### src/rtl/exec_clk_pkg.sv
// Shared definitions for the execution clock controller.
//   - exec_state_e : controller state encoding (2 bits)
//   - DefCntWidth  : default prescaler / period width
//   - DefCycWidth  : default executed-cycle counter width
package exec_clk_pkg;

   localparam int unsigned DefCntWidth = 24;
   localparam int unsigned DefCycWidth = 32;

   typedef enum logic [1:0] {
      ST_IDLE   = 2'd0,
      ST_RUN    = 2'd1,
      ST_STEP   = 2'd2,
      ST_HALTED = 2'd3
   } exec_state_e;

endpackage

### src/rtl/exec_clock_controller_prescaler_counter.sv
// Free-running prescaler for the execution clock controller.
// Ports:
//   clk      : system clock, rising edge
//   rst      : synchronous active-high reset
//   clr      : synchronous clear, dominates en
//   en       : count enable
//   terminal : terminal count compared against the current count
//   tick     : high while count == terminal
module prescaler_counter #(
   parameter int unsigned CNT_WIDTH = 24
) (
   input  logic                 clk,
   input  logic                 rst,
   input  logic                 clr,
   input  logic                 en,
   input  logic [CNT_WIDTH-1:0] terminal,
   output logic                 tick
);

   localparam logic [CNT_WIDTH-1:0] CntOne = CNT_WIDTH'(1);

   logic [CNT_WIDTH-1:0] count_q, count_d;

   always_comb begin
      count_d = count_q;
      if (clr) begin
         count_d = '0;
      end else if (en) begin
         count_d = count_q + CntOne;
      end
   end

   always_ff @(posedge clk) begin
      if (rst) begin
         count_q <= '0;
      end else begin
         count_q <= count_d;
      end
   end

   assign tick = (count_q == terminal);

endmodule

### src/rtl/exec_clock_controller.sv
// Run/stop/single-step controller producing the one-cycle execution enable
// (clk_operating) for the pipeline core.
// Ports:
//   clk, rst      : system clock, synchronous active-high reset
//   run/stop/step : single-cycle operator requests
//   period        : prescaler terminal count, latched on entry to RUN
//   halt_in       : pipeline halt, forces HALTED until reset
//   clk_operating : registered one-cycle execution enable
//   busy, halted  : decoded from the registered state
//   cycle_count   : saturating count of issued enables
module exec_clock_controller
   import exec_clk_pkg::*;
#(
   parameter int unsigned CNT_WIDTH = DefCntWidth,
   parameter int unsigned CYC_WIDTH = DefCycWidth
) (
   input  logic                 clk,
   input  logic                 rst,
   input  logic                 run,
   input  logic                 stop,
   input  logic                 step,
   input  logic [CNT_WIDTH-1:0] period,
   input  logic                 halt_in,
   output logic                 clk_operating,
   output logic                 busy,
   output logic                 halted,
   output logic [CYC_WIDTH-1:0] cycle_count
);

   localparam logic [CYC_WIDTH-1:0] CycOne = CYC_WIDTH'(1);

   exec_state_e          state_q, state_d;
   logic [CNT_WIDTH-1:0] period_q, period_d;
   logic                 pulse_q, pulse_d;
   logic [CYC_WIDTH-1:0] cycle_count_q, cycle_count_d;
   logic                 presc_clr, presc_en, presc_tick;

   prescaler_counter #(
      .CNT_WIDTH(CNT_WIDTH)
   ) u_prescaler (
      .clk     (clk),
      .rst     (rst),
      .clr     (presc_clr),
      .en      (presc_en),
      .terminal(period_q),
      .tick    (presc_tick)
   );

   // State register
   always_ff @(posedge clk) begin
      if (rst) begin
         state_q <= ST_IDLE;
      end else begin
         state_q <= state_d;
      end
   end

   // Next-state logic; priority halt_in > stop > run > step
   always_comb begin
      state_d = state_q;
      if (halt_in) begin
         state_d = ST_HALTED;
      end else begin
         case (state_q)
            ST_IDLE: begin
               if (!stop) begin
                  if (run) begin
                     state_d = ST_RUN;
                  end else if (step) begin
                     state_d = ST_STEP;
                  end
               end
            end
            ST_RUN: begin
               if (stop) begin
                  state_d = ST_IDLE;
               end
            end
            ST_STEP:   state_d = ST_IDLE;
            ST_HALTED: state_d = ST_HALTED;
            default:   state_d = ST_IDLE;
         endcase
      end
   end

   // Output and datapath next-state logic
   always_comb begin
      busy          = (state_q == ST_RUN) || (state_q == ST_STEP);
      halted        = (state_q == ST_HALTED);
      pulse_d       = 1'b0;
      period_d      = period_q;
      presc_en      = (state_q == ST_RUN);
      // Prescaler sits at zero outside RUN so every RUN entry starts from zero.
      presc_clr     = (state_q != ST_RUN) || presc_tick || stop || halt_in;
      cycle_count_d = cycle_count_q;

      if (!halt_in) begin
         case (state_q)
            ST_IDLE: begin
               if (!stop && run) begin
                  period_d = period;
               end
            end
            ST_RUN: begin
               pulse_d = presc_tick && !stop;
            end
            ST_STEP: begin
               pulse_d = 1'b1;
            end
            default: begin
               pulse_d = 1'b0;
            end
         endcase
      end

      if (pulse_d && (cycle_count_q != '1)) begin
         cycle_count_d = cycle_count_q + CycOne;
      end
   end

   always_ff @(posedge clk) begin
      if (rst) begin
         period_q      <= '0;
         pulse_q       <= 1'b0;
         cycle_count_q <= '0;
      end else begin
         period_q      <= period_d;
         pulse_q       <= pulse_d;
         cycle_count_q <= cycle_count_d;
      end
   end

   assign clk_operating = pulse_q;
   assign cycle_count   = cycle_count_q;

endmodule

### config.mk
export PLATFORM = sky130hd
export DESIGN_NAME = exec_clock_controller
export DESIGN_NICKNAME = d
export VERILOG_FILES = /design/src/rtl/exec_clk_pkg.sv /design/src/rtl/exec_clock_controller_prescaler_counter.sv /design/src/rtl/exec_clock_controller.sv
export SDC_FILE = /design/constraint.sdc
export NUM_CORES = 1
export LEC_CHECK = 0
export ABC_CLOCK_PERIOD_IN_PS = 6350
export BUFFER_PORTS_ARGS = -buffer_cell sky130_fd_sc_hd__buf_2
export CAP_MARGIN = 5
export CORE_ASPECT_RATIO = 0.5
export CORE_MARGIN = 4
export CORE_UTILIZATION = 35
export CTS_CLUSTER_DIAMETER = 80
export DETAILED_ROUTE_END_ITERATION = 8
export SLEW_MARGIN = 15
export SYNTH_ARGS = -nofsm -noshare
export SYNTH_HDL_FRONTEND = slang
export SYNTH_SLANG_ARGS = --single-unit
### constraint.sdc
create_clock -name clk -period 6.35 [get_ports clk]
set_input_delay 1.27 -clock clk [delete_from_list [all_inputs] [get_ports clk]]
set_output_delay 1.27 -clock clk [all_outputs]
set_load 0.1 [all_outputs]
==> flow_summary.toml, run 1 <==
[yosys]
synth-seq-area-share = 0.4094
synthCells = 493
synthesis.area_mm2 = 0.004059
synth_compound_area_frac = 0.1329
ys_types = 41
yosys_most_used_dff = "dfxtp_1"
synth_nets = 529
muxShareOfSynthArea = 0.01048
synth_xor_area_frac = 0.1014
syn_area_per_cell_um2 = 8.233
yosys_warnings = 0
synth_edf_count = 0
synthAdderAreaFrac = 0.01850
synth_top_family_by_area = "simple AND/OR/NAND/NOR gates"
ys_ff_latch = 83
async_reset_ff_frac = 0
synth_simple_gate_area_share = 0.2901

[timing]
rsz0062_at_grt = "false"
maxSlewHeadroom = 0.3261
finalCritPeriodShare = 0.4768
skew_ns = 0.005547
hold_viol = 0
worst_pin_slew_ns = 1.011
tns_ns = 0
period_minus_slack_ns = 3.028
finalSetupViolations = 0
fmax_mhz = 330.3
drv_slew = 0

[grt]
grt_antenna_before_repair = 0
grt_pass1_wl_um = 16320
grtUsageTotal = 0.1454
grt_max_degree = 63
grt_overflow = 0
grt_pass1_vias = 3397

[clock_network]
tritoncts = "yes"
max-clock-path-buffers = 2
hold_buffers = 0
htreeDepth = 3
clk_pin_slew_ns = 0.06
cts_setup_buffers = 0
cts_resized = 0
cts_root_buf = "clkbuf_16"
clock-sinks = 83
numCtsBuffers = 9
clkLatencyLatePin_ns = 0.34

[pwr]
irDropWorstVdd_uv = 123.7
cellLeakagePower_nw = 1.791
power.density_mw_per_mm2 = 240.1

[floorplan]
rows = 27
initial_core_util = 0.3641
die_area_mm2 = 0.01349
fp.dieH_um = 84.15
core_mm2 = 0.01115
fp.dieW_um = 160.3
pin_count = 65

[drt]
dr.pass1.iters = 4
drt_iter0_markers = 212
viasPerCell = 5.148
drc = 0
wl_per_cell_um = 13.74
ant_nets = 0
vias = 3578
wirelength_um = 9546

[critical_path]
critPathArrivalTime_ns = 3.25
cp_max_fo = 62
crit_type = "input port to register"
endpoint_kind = "register"
critPathLaunch = "stop"
worst_ep_required_time_ns = 6.57
timing.rr.start = "cycle_count[0]"
cp-start-kind = "input port"

[final_layout]
antennaDiodeCount = 0
syn_to_final_growth_pct = 17.79
final_common_cell = "dfxtp_1"
layout_common_cells = "83 x dfxtp_1, 75 x nand2_1, 64 x buf_2"
post-route-util = 0.4288
final_nets = 582
layout-drive-gt1-share = 0.1636
design_area_mm2 = 0.004781
nFillCells = 1152

[job]
cap_violations = 0

[min_path]
min-delay-start = "period_q[0]"
hp-class = "register to register"

[placement]
io_buffer_count = 64
hpwl_um = 6583
place_area_mm2 = 0.004478
place_congestion = 0.8189

[outcome]
status = "completed"
[power by group]
group          switching, W  total [W]  leakage [nW]  internal (W)
Combinational     0.0000617  0.0000858         0.978     0.0000242
Sequential       0.00000495   0.000532         0.670      0.000527
Clock              0.000207   0.000530         0.144      0.000323
[metal layers]
| layer | vias up | GRT usage | wire length [um] | part of all wire |
|---|---|---|---|---|
| li1 | 1860 | - | - | - |
| met1 | 1651 | 0.1933 | 4657 | 0.49 |
| met2 | 55 | 0.2345 | 4424 | 0.46 |
| met3 | 12 | 0.03825 | 343 | 0.036 |
| met4 | 0 | 0.04294 | 119 | 0.012 |
| met5 | - | 0 | 0 | 0 |
[metrics by stage]
stage	setup WS [ns]	total power [W]	cells	hold slack, ns
final	3.322	0.001148	695	0.4663
after global routing	3.097	0.001192	695	0.4875
after CTS	3.322	0.001161	695	0.4663
after detailed placement	2.972	0.0006304	680	0.4581
after global placement	3.043	0.0006298	680	0.4599
after floorplan	3.476	0.0006084	493	0.4478
[registers in the layout, summed over array words and instances, names as in the netlist]
signal / flops
clk_operating: 1
u_prescaler.count_q: 24
state_q: 2
cycle_count: 32
period_q: 24
[worst max-delay path, stage by stage]
cell and delay (ns):
buf_2 0.12, nand2b_1 0.17, nor3b_1 0.22, nand3_1 0.09
o21a_2 0.53, nor4b_1 0.47, mux2_1 0.35
[final timing paths]
kind                    end  slack, ns  cells after the start
max reg2reg  cycle_count[4]       3.51                      7
min reg2reg     period_q[0]       0.47                      2
min             period_q[0]       0.47                      2
max          cycle_count[4]       3.32                      7
[cells in the mapped netlist, types with 11 or more instances]
master    instances  area share
nand2_1          75       0.069
nand4_1          14       0.022
or4_1            23       0.043
dfxtp_1          83        0.41
clkbuf_1         20       0.018
xnor2_1          11       0.024
nor2_1           45       0.042
a21oi_1          53       0.065
xor2_1           36       0.078
o31ai_1          24       0.044
nand3_1          22       0.027
[cell families after synthesis]
logic type | after synthesis
adders and majority gates | 6
buffers and inverters | 35
and+or+nand+nor | 227
AOI/OAI and AO/OA | 91
muxes | 4
DFF | 83
xor gates and xnor gates | 47
[cell type report]
type,instances,area [um2],share of cell area
multi-input combinational,375,2251,0.4708
clock buffer,11,252.7,0.05287
sequential,83,1662,0.3476
inverter,9,33.78,0.007066
tap,145,181.4,0.03795
timing repair buffer,68,350.3,0.07328
clock inverter,4,50.05,0.01047
Power figures use the tool's default switching activity.
==> run 2, diff against run 1 <==
--- a/config.mk
+++ b/config.mk
@@ -5,7 +5,7 @@
 export SDC_FILE = /design/constraint.sdc
 export NUM_CORES = 1
 export LEC_CHECK = 0
-export ABC_CLOCK_PERIOD_IN_PS = 6350
+export ABC_CLOCK_PERIOD_IN_PS = 2500
 export BUFFER_PORTS_ARGS = -buffer_cell sky130_fd_sc_hd__buf_2
 export CAP_MARGIN = 5
 export CORE_ASPECT_RATIO = 0.5
==> constraint.sdc (replaced) <==
create_clock -name clk -period 2.5 [get_ports clk]
set_input_delay 0.5 -clock clk [delete_from_list [all_inputs] [get_ports clk]]
set_output_delay 0.5 -clock clk [all_outputs]
set_load 0.1 [all_outputs]
==> run 2 against run 1 <==
  * Power increased by 150%
  * Via count is 2.0% higher
  * Sequential share of layout area shrank 0.61 points
  * Sequential power grew to 2.5 times the previous value
  * Hold slack worse by 0.068 ns
==> flow_summary.toml, run 2 (same netlist as run 1, synthesis figures left out) <==
[outcome]
status = "completed"

[critical_path]
cpPeakStageDelay_ns = 0.50
r2r_end = "cycle_count[10]"
critPathArrivalTime_ns = 2.54
cp-start-kind = "register"
worst-r2r-setup-slack_ns = 0.22
worst_ep_required_time_ns = 2.76
critPathLaunch = "u_prescaler.count_q[16]"
timing.rr.start = "u_prescaler.count_q[16]"
crit_chain = "xor2_1 -> nor4_2 -> nand4_1 -> o21a_4 -> buf_4 -> or4_1 -> a21oi_1"
slowest_stage = "or4_1"
crit_buf_inv = 1
endpoint_kind = "register"
reg2reg_depth = 7
path_delay_family = "simple AND/OR/NAND/NOR gates"
cp_max_fo = 14
crit_type = "register to register"

[placement]
io_buffer_count = 64
place_area_mm2 = 0.004662
hpwl_um = 7155
place_congestion = 0.7572

[drt]
dr.pass1.iters = 4
ant_nets = 0
wl_per_cell_um = 13.94
drt_iter0_markers = 172
wirelength_um = 9884
vias = 3649
viasPerCell = 5.147
drc = 0

[final_layout]
layout_common_cells = "75 x nand2_1, 64 x buf_2, 56 x dfxtp_1"
final_nets = 597
design_area_mm2 = 0.004965
nFillCells = 1130
layout-drive-gt1-share = 0.2376
antennaDiodeCount = 0
largest_reg_flops = 32
final_common_cell = "nand2_1"
syn_to_final_growth_pct = 22.32
multi_input_area_mm2 = 0.002287
register_area_mm2 = 0.001695

[floorplan]
pin_count = 65
core_mm2 = 0.01115
fp.dieH_um = 84.15
initial_core_util = 0.3641
die_area_mm2 = 0.01349
fp.dieW_um = 160.3
rows = 27

[pwr]
cellLeakagePower_nw = 1.889
power.density_mw_per_mm2 = 573.9
p_total_w = 0.002850
irDropWorstVdd_uv = 313.5

[timing]
hold_slack_ns = 0.3982
hold_viol = 0
tns_ns = 0
finalSetupViolations = 0
worst_pin_slew_ns = 0.8637
drv_slew = 0
maxSlewHeadroom = 0.4242
finalCritPeriodShare = 0.9121
period_minus_slack_ns = 2.280
skew_ns = 0.01331
rsz0062_at_grt = "false"
fmax_mhz = 438.6

[grt]
grt_overflow = 0
grt_antenna_before_repair = 0
grt_pass1_wl_um = 16550
grt_pass1_vias = 3382
grt_max_degree = 38
grtUsageTotal = 0.1493

[clock_network]
cts_setup_buffers = 0
cts_resized = 0
max-clock-path-buffers = 2
clkLatencyLatePin_ns = 0.34
clk_pin_slew_ns = 0.06
hold_buffers = 0
clock-sinks = 83
tritoncts = "yes"
cts_root_buf = "clkbuf_16"
htreeDepth = 3
numCtsBuffers = 9

[min_path]
whs_endpoint = "period_q[3]"
min-delay-start = "period[3]"
hold_depth = 3
hp-class = "input port to register"

[job]
cap_violations = 0
## run 2: changes by cell type in the layout (fill, tap and decap cells not counted), moves of 2 or more
cell,delta
buf_12,+2
buf_4,+13
clkinvlp_4,-2
dfxtp_1,-27
dfxtp_2,+27
nor4_1,-2
nor4_2,+2
## run 2: worst max path at each step
stage                       to  slack [ns]  depth (start not counted)
3_3_place_gp   cycle_count[10]        0.17                          7
2_1_floorplan  cycle_count[19]        0.05                          7
3_5_place_dp    cycle_count[8]        0.15                          8
6_report       cycle_count[10]        0.22                          7
4_1_cts        cycle_count[10]        0.14                          7
5_1_grt        cycle_count[25]       0.007                          7
## run 2: power breakdown
| part | switching (W) | internal [W] |
|---|---|---|
| sequential | 0.0000127 | 0.00134 |
| combinational | 0.000163 | 0.0000785 |
| clock | 0.000510 | 0.000746 |
| total | 0.000686 | 0.00216 |
## run 2: tightest hold or removal path, stage by stage
cell     delay [ns]
buf_2          0.09
nand2_1        0.04
a21oi_1        0.05
## run 2: final cells by class
type,instances,share of cell area
Timing Repair Buffer,83,0.09829
Sequential cell,83,0.3415
Tap cell,145,0.03654
Clock buffer,13,0.05444
Clock inverter,1,0.001764
Multi-Input combinational cell,375,0.4607
Inverter,9,0.006804
## run 2: through the flow
stage,cells,setup slack (ns),util
after global placement,695,0.1664,0.4182
after floorplan,493,0.04814,-
after global routing,709,0.007017,0.4453
after CTS,709,0.1386,0.4432
after detailed placement,695,0.1468,0.4182
final,709,0.2198,0.4453
## run 2: layer usage
metal	track usage	up-vias	wire (um)
met5	0	-	0
met4	0.03825	0	96
met3	0.04267	10	374
met2	0.2415	64	4589
met1	0.1981	1684	4824
li1	-	1891	-
==> run 3, diff against run 2 <==
--- a/config.mk
+++ b/config.mk
@@ -13,6 +13,7 @@
 export CORE_UTILIZATION = 35
 export CTS_CLUSTER_DIAMETER = 80
 export DETAILED_ROUTE_END_ITERATION = 8
+export RECOVER_POWER = 25
 export SLEW_MARGIN = 15
 export SYNTH_ARGS = -nofsm -noshare
 export SYNTH_HDL_FRONTEND = slang
==> run 3 against run 2 <==
  * Register-to-register slack about the same
  * Power barely moved
  * Combinational power is essentially flat
  * Critical endpoint unchanged
  * Largest cell class unchanged
  * Highest routed layer unchanged
==> flow_summary.toml, run 3 (same netlist as run 1, synthesis figures left out) <==
[critical_path]
cp-start-kind = "register"
critPathArrivalTime_ns = 2.55
crit_type = "register to register"
cp_max_fo = 14
worst_ep_required_time_ns = 2.76
endpoint_kind = "register"

[clock_network]
tritoncts = "yes"
clk_pin_slew_ns = 0.06
clock-sinks = 83
htreeDepth = 3
max-clock-path-buffers = 2
hold_buffers = 0
cts_root_buf = "clkbuf_16"
clkLatencyLatePin_ns = 0.34
cts_setup_buffers = 0
numCtsBuffers = 9

[floorplan]
fp.dieW_um = 160.3
rows = 27
pin_count = 65
fp.dieH_um = 84.15
core_mm2 = 0.01115
die_area_mm2 = 0.01349
initial_core_util = 0.3641

[pwr]
comb_power_share = 0.085
power.density_mw_per_mm2 = 578.0
p_sw_frac = 0.2410
p_sw_w = 0.0006870
cellLeakagePower_nw = 1.770
irDropWorstVdd_uv = 314.6
power_frac_clock = 0.441
pwr-share-seq = 0.474
intPower_w = 0.002163

[drt]
viasPerCell = 5.161
wirelength_um = 9853
wl_per_cell_um = 13.90
wl_met2_um = 4560
drc = 0
dr.max_layer_used = "met4"
ant_nets = 0
wl_met1_um = 4794
vias = 3659
wl_met3_um = 385
dr.pass1.iters = 4
drt_iter0_markers = 167

[grt]
grt_pass1_vias = 3382
grt_max_degree = 38
grt_overflow = 0
grtUsageTotal = 0.1493
grt_antenna_before_repair = 0
grt_pass1_wl_um = 16550

[final_layout]
final_nets = 597
final_common_cell = "nand2_1"
nFillCells = 1140
antennaDiodeCount = 0
syn_to_final_growth_pct = 21.49
layout_common_cells = "75 x nand2_1, 56 x dfxtp_1, 53 x a21oi_1"
layout-drive-gt1-share = 0.1897
largest_reg_flops = 32

[placement]
place_congestion = 0.7572
dp_slack_ns = 0.1468
io_buffer_count = 64
hpwl_um = 7155

[timing]
skew_ns = 0.01300
maxSlewHeadroom = 0.1969
worst_pin_slew_ns = 1.210
period_minus_slack_ns = 2.281
finalCritPeriodShare = 0.9126
rsz0062_at_grt = "false"
finalSetupViolations = 0
tns_ns = 0
drv_slew = 0
hold_viol = 0
postLayoutSetupSlackWorst_ns = 0.2185
fmax_mhz = 438.3

[job]
cap_violations = 0

[outcome]
status = "completed"

[min_path]
hp-class = "input port to register"
-- run 3: cell types whose count changed in the layout (fill, tap and decap cells not counted), sizes merged --
cell	delta
buf	-27
clkbuf	+27
-- run 3: worst paths after layout --
| kind | from | end | slack (ns) | depth (start not counted) |
|---|---|---|---|---|
| min | period[3] | period_q[3] | 0.40 | 3 |
| max | u_prescaler.count_q[16] | cycle_count[10] | 0.22 | 7 |
| min reg2reg | period_q[15] | period_q[15] | 0.47 | 2 |
| max reg2reg | u_prescaler.count_q[16] | cycle_count[10] | 0.22 | 7 |
-- run 3: stage by stage --
step,cell area (um2),utilization,hold slack (ns),total power (W),instances
floorplan,4105,-,0.4478,0.001556,493
global placement,4662,0.4182,0.4579,0.001620,695
detailed placement,4662,0.4182,0.4613,0.001622,695
CTS,4941,0.4432,0.3848,0.002888,709
global route,4931,0.4423,0.3877,0.002974,709
finish,4931,0.4423,0.3974,0.002850,709
-- run 3: metal layers --
metal  up-vias  track usage
met2        60       0.2415
met3        12      0.04267
met4         0      0.03825
met1      1698       0.1981
li1       1889            -
met5         -            0
-- run 3: what timing repair did --
item	CTS	global route
gates resized for setup	0	4
endpoints found under the setup margin	0	23
hold endpoints to repair	0	0
-- run 3: critical path, stage by stage (launching register included) --
cell and delay [ns]:
dfxtp_1 0.35, xor2_1 0.18, nor4_2 0.31, nand4_1 0.21, o21a_4 0.32, buf_4 0.19
or4_1 0.50, a21oi_1 0.15
-- run 3: layout make-up --
type / count / area (um2) / area share
Multi-Input combinational cell: 375 / 2287 / 0.4638
Sequential cell: 83 / 1695 / 0.3438
Timing Repair Buffer: 83 / 454.2 / 0.09211
Clock buffer: 13 / 270.3 / 0.05481
Tap cell: 145 / 181.4 / 0.03679
Inverter: 9 / 33.78 / 0.006851
Clock inverter: 1 / 8.758 / 0.001776
-- run 3: power by group through the flow --
stage	Sequential, W	Clock, W	Combinational [W]
4_1_cts	0.00135	0.00129	0.000241
3_3_place_gp	0.00138	0	0.000239
2_1_floorplan	0.00139	0	0.000162
3_5_place_dp	0.00138	0	0.000240
5_1_grt	0.00135	0.00135	0.000265
6_report	0.00135	0.00126	0.000241
